File: config.mk
export PLATFORM = sky130hd
export DESIGN_NAME = shift_seq_ctrl
export DESIGN_NICKNAME = d
export VERILOG_FILES = /design/src/rtl/shift_pkg.sv /design/src/rtl/shift_reg.sv /design/src/rtl/shift_seq_ctrl.sv
export SDC_FILE = /design/constraint.sdc
export NUM_CORES = 1
export LEC_CHECK = 0
export ABC_AREA = 1
export CAP_MARGIN = 15
export CORE_ASPECT_RATIO = 1.25
export CORE_UTILIZATION = 43
export DETAILED_ROUTE_END_ITERATION = 12
export HOLD_SLACK_MARGIN = 0.02
export PLACE_DENSITY = 0.75
export SLEW_MARGIN = 15
export SYNTH_ARGS = -nofsm -noshare
export SYNTH_HDL_FRONTEND = slang
export SYNTH_SLANG_ARGS = --single-unit
File: constraint.sdc
create_clock -name clk -period 1.67 [get_ports clk]
set_input_delay 0.334 -clock clk [delete_from_list [all_inputs] [get_ports clk]]
set_output_delay 0.334 -clock clk [all_outputs]
set_load 0.05 [all_outputs]
File: src/rtl/shift_pkg.sv
// Shared types and constants for the shift sequencer: datapath mode encoding,
// controller state encoding and the transfer-length limit.
package shift_pkg;

  typedef enum logic [1:0] {
    MODE_HOLD  = 2'b00,
    MODE_LOAD  = 2'b01,
    MODE_LEFT  = 2'b10,
    MODE_RIGHT = 2'b11
  } mode_e;

  typedef enum logic [1:0] {
    ST_IDLE  = 2'b00,
    ST_SHIFT = 2'b01,
    ST_DONE  = 2'b10
  } state_e;

  localparam int MAX_LEN = 8;

  function automatic logic len_legal(input logic [3:0] len);
    return (len != 4'd0) && (len <= 4'(MAX_LEN));
  endfunction

endpackage

File: src/rtl/shift_reg.sv
// 8-bit bidirectional shift register with parallel load; the asynchronous
// reset exists for reuse elsewhere and is expected to be tied off by callers.
module shift_reg
  import shift_pkg::*;
(
  input  logic       clk,
  input  logic       rst_n,
  input  mode_e      mode,
  input  logic       d,
  input  logic [7:0] par_i,
  output logic [7:0] q
);

  always_ff @(posedge clk or negedge rst_n) begin
    if (!rst_n) begin
      q <= 8'h00;
    end else begin
      case (mode)
        MODE_LOAD:  q <= par_i;
        MODE_LEFT:  q <= {q[6:0], d};
        MODE_RIGHT: q <= {d, q[7:1]};
        default:    q <= q;
      endcase
    end
  end

endmodule

File: src/rtl/shift_seq_ctrl.sv
// Serial shift sequencer: loads a parallel word, shifts it len times in the
// requested direction, then pulses done; illegal lengths pulse err instead.
module shift_seq_ctrl
  import shift_pkg::*;
(
  input  logic       clk,
  input  logic       rst,
  input  logic       start_i,
  input  logic       dir_i,
  input  logic [3:0] len_i,
  input  logic [7:0] data_i,
  input  logic       ser_i,
  output logic       ser_o,
  output logic [7:0] data_o,
  output logic       busy_o,
  output logic       done_o,
  output logic       err_o
);

  state_e     state, state_nxt;
  mode_e      mode;
  logic [3:0] cnt;
  logic       dir_q;
  logic       err_q;
  logic       accept;
  logic       err_set;
  logic [7:0] par;
  logic [7:0] p;

  always_comb begin
    state_nxt = state;
    mode      = MODE_HOLD;
    par       = data_i;
    accept    = 1'b0;
    err_set   = 1'b0;
    if (rst) begin
      // Reset clears the datapath through a synchronous load of zero.
      mode = MODE_LOAD;
      par  = 8'h00;
    end else begin
      case (state)
        ST_IDLE: begin
          if (start_i) begin
            if (len_legal(len_i)) begin
              mode      = MODE_LOAD;
              accept    = 1'b1;
              state_nxt = ST_SHIFT;
            end else begin
              err_set = 1'b1;
            end
          end
        end
        ST_SHIFT: begin
          mode = dir_q ? MODE_RIGHT : MODE_LEFT;
          if (cnt <= 4'd1) state_nxt = ST_DONE;
        end
        ST_DONE: state_nxt = ST_IDLE;
        default: state_nxt = ST_IDLE;
      endcase
    end
  end

  always_ff @(posedge clk) begin
    if (rst) begin
      state <= ST_IDLE;
      cnt   <= 4'd0;
      dir_q <= 1'b0;
      err_q <= 1'b0;
    end else begin
      state <= state_nxt;
      err_q <= err_set;
      if (accept) begin
        cnt   <= len_i;
        dir_q <= dir_i;
      end else if (state == ST_SHIFT) begin
        cnt <= cnt - 4'd1;
      end
    end
  end

  shift_reg u_shift_reg (
    .clk   (clk),
    .rst_n (1'b1),
    .mode  (mode),
    .d     (ser_i),
    .par_i (par),
    .q     (p)
  );

  assign data_o = p;
  assign ser_o  = dir_q ? p[0] : p[7];
  assign busy_o = (state == ST_SHIFT) || (state == ST_DONE);
  assign done_o = (state == ST_DONE);
  assign err_o  = err_q;

endmodule
==> impl_metrics.yaml <==
drt:
  routedWlPerCell_um: 11.95
  wl_met2_um: 1303
  dr.pass1.iters: 4
  via_per_inst: 5.125
  top_layer: "met4"
  detail-route-antenna-nets: 0
  drc_errors: 0
  drtIter0Drc: 28
  wl_met3_um: 95
  wl_met1_um: 1063
  detail_route.wirelength_um: 2485
  dr_total_vias: 1066
job:
  drv_cap: 0
hold_path:
  hold_path_end: "cnt[3]"
  min_from: "cnt[3]"
  hp-class: "reg2reg"
  hold_depth: 2
yosys:
  yosysSeqAreaShare_pct: 37.56
  synth_most_common_cell: "nand3_1"
  yosysUniqueCellTypes: 24
  synth_area_um2: 1066
  synth_seq_cells: 16
  synth_top_area_share_pct: 22.54
  synth_fp_nets: 159
  synth.avg_cell_area_um2: 7.896
  synth_area_leaders: "edfxtp_1, dfxtp_1, nand3_1"
  async_reset_ff_share_pct: 0
  synthFlopType: "edfxtp_1"
  synth_edf_count: 8
  ys_top_cells_by_count: "nand3_1, nand2_1, inv_1"
  synth_warnings: 0
  yosys.area.top_type: "edfxtp_1"
  netlist_instances: 135
clock_network:
  cts_tree: "yes"
  clock_path_buffers: 2
  cts-buffers-inserted: 3
  worstSkewPairLatency_ps: 290
  htree_levels: 1
  postCtsHoldBufs: 0
  path_clk_slew_ps: 90
  cts_sinks: 16
  cts_root_buffer: "clkbuf_4"
critical_path:
  r2r-end: "cnt[1]"
  cp_max_fo: 3
  cpPeakStageDelay_ps: 440
  r2r_start: "state[1]"
  cp-end-kind: "output port"
  cp-start-kind: "flip-flop"
  crit_type: "reg2out"
  required_ps: 1340
  rrSetupSlack_ps: 170
  ff2ff_path_depth: 9
  crit_slowest_cell: "dfxtp_1"
  path_cells: "mux2_2 > buf_4"
  path_delay_family: "flip-flops"
  arrival_ps: 1280
  cp.buffers_inverters: 1
power:
  pwr-share-seq_pct: 27.6
  p_switching_mw: 1.301
  swShare_pct: 49.19
  pwr-share-comb_pct: 64.2
  clkPwrFrac_pct: 8.1
  p_per_area_nw_per_um2: 1777
  p_leak_nw: 0.6939
  finalPower_mw: 2.646
  p_int_mw: 1.344
  peakVddDrop_mv: 1.241
sta:
  slew_headroom_pct: 81.45
  finalClockSkew_ps: 2.170
  finalSetupViolCount: 0
  rsz0062_at_grt: "no"
  holdWs_ps: 524.1
  clock.fmax_ghz: 0.6205
  drv_slew: 0
  worst_pin_slew_ps: 277.3
  hold_violations: 0
  fin_crit_ps: 1612
  post-route-period-util_pct: 96.50
die:
  die-width_um: 46.54
  rows: 19
  die_height_um: 57.67
  dieArea_um2: 2684
  io_pins: 29
  coreArea_um2: 2258
  start_util_pct: 47.20
placement:
  placed_area_um2: 1449
  gp_congestion: 0.8726
  port_buffers: 28
  dpl.cell_count: 203
  hpwl_um: 2042
grt:
  grt_pass1_wl_um: 4064
  grt_max_degree: 12
  overflow: 0
  antenna_found_initial: 0
  grt_pass1_vias: 985
  grtUsageTotal_pct: 20.41
final_layout:
  drive_gt1_share_pct: 24.29
  num-nets-final: 202
  fin_cells: 208
  n_fill_cell: 195
  area_growth_pct: 39.67
  fin_area_um2: 1489
  antenna_cells: 0
status:
  status: "completed"
==> cells in the final DEF (no fill, tap or decap), types with 2 or more instances in the layout <==
cell type and count:
nand2_1 26, ha_1 7, buf_12 2, nand2_4 3
inv_1 14, inv_2 2, nand4_1 10, buf_4 24
nor2_1 6, a21oi_1 4, xor2_1 2, dfxtp_1 7
nand2_2 3, clkdlybuf4s50_1 16, nand3_1 30, edfxtp_1 8
clkbuf_4 3
==> final cells by class <==
cell class | instances | area, µm² | share of cell area, %
Timing Repair Buffer | 42 | 380.4 | 25.55
Inverter | 16 | 60.06 | 4.034
Sequential cell | 16 | 401.6 | 26.97
Tap cell | 31 | 38.79 | 2.605
Multi-Input combinational cell | 99 | 581.8 | 39.08
Clock inverter | 1 | 3.754 | 0.2521
Clock buffer | 3 | 22.52 | 1.513
==> through the flow <==
stage               TNS [ps]  utilization, %  worst slack (ps)
floorplan                  0               -             109.4
global placement       -1481           64.16            -105.3
detailed placement     -2379           64.16            -204.9
CTS                        0           65.32             44.34
global route               0           65.93             14.04
finish                     0           65.93             58.44
==> tightest hold or removal path, stage by stage, from the launching register on <==
cell	delay, ps
dfxtp_1	350
nand3_1	80
a21oi_1	60
==> registers in the layout, summed over array words and instances (netlist names) <==
signal,flops
dir_q,1
state,2
err_o,1
cnt,4
u_shift_reg.q,8
==> power groups by stage <==
stage	combinational [mW]	clock (mW)	sequential [mW]
2_1_floorplan	0.867	0	0.986
3_3_place_gp	1.65	0	0.731
3_5_place_dp	1.69	0	0.742
4_1_cts	1.70	0.221	0.731
5_1_grt	1.85	0.231	0.750
6_report	1.70	0.216	0.731
==> what timing repair did <==
action	CTS	global route
setup buffers	0	1
setup endpoints to repair	0	7
gates resized for setup	0	2
==> logic make-up after synthesis <==
logic type               share of synthesized area (%)
AND/OR/NAND/NOR                                  39.32
multiplexers                                     1.056
flip-flops                                       37.56
XOR/XNOR                                         1.643
adder cells (fa/ha/maj)                          8.216
AO/OA/AOI/OAI                                    3.873
buffers and inverters                            8.334
==> routing by layer <==
metal | global-route usage, % | vias up
li1 | - | 540
met1 | 25.40 | 494
met2 | 34.33 | 29
met3 | 2.181 | 3
met4 | 8.824 | 0
met5 | 0 | -
==> how the worst max path moves through the flow <==
stage,start,end,slack (ps),depth (start not counted)
floorplan,state[0],u_shift_reg.q[0],110,7
global placement,len_i[0],u_shift_reg.q[4],-110,9
detailed placement,len_i[0],u_shift_reg.q[6],-200,9
CTS,dir_q,ser_o,40,2
global route,state[1],cnt[3],10,9
finish,dir_q,ser_o,60,2
Power figures use the tool's default switching activity.
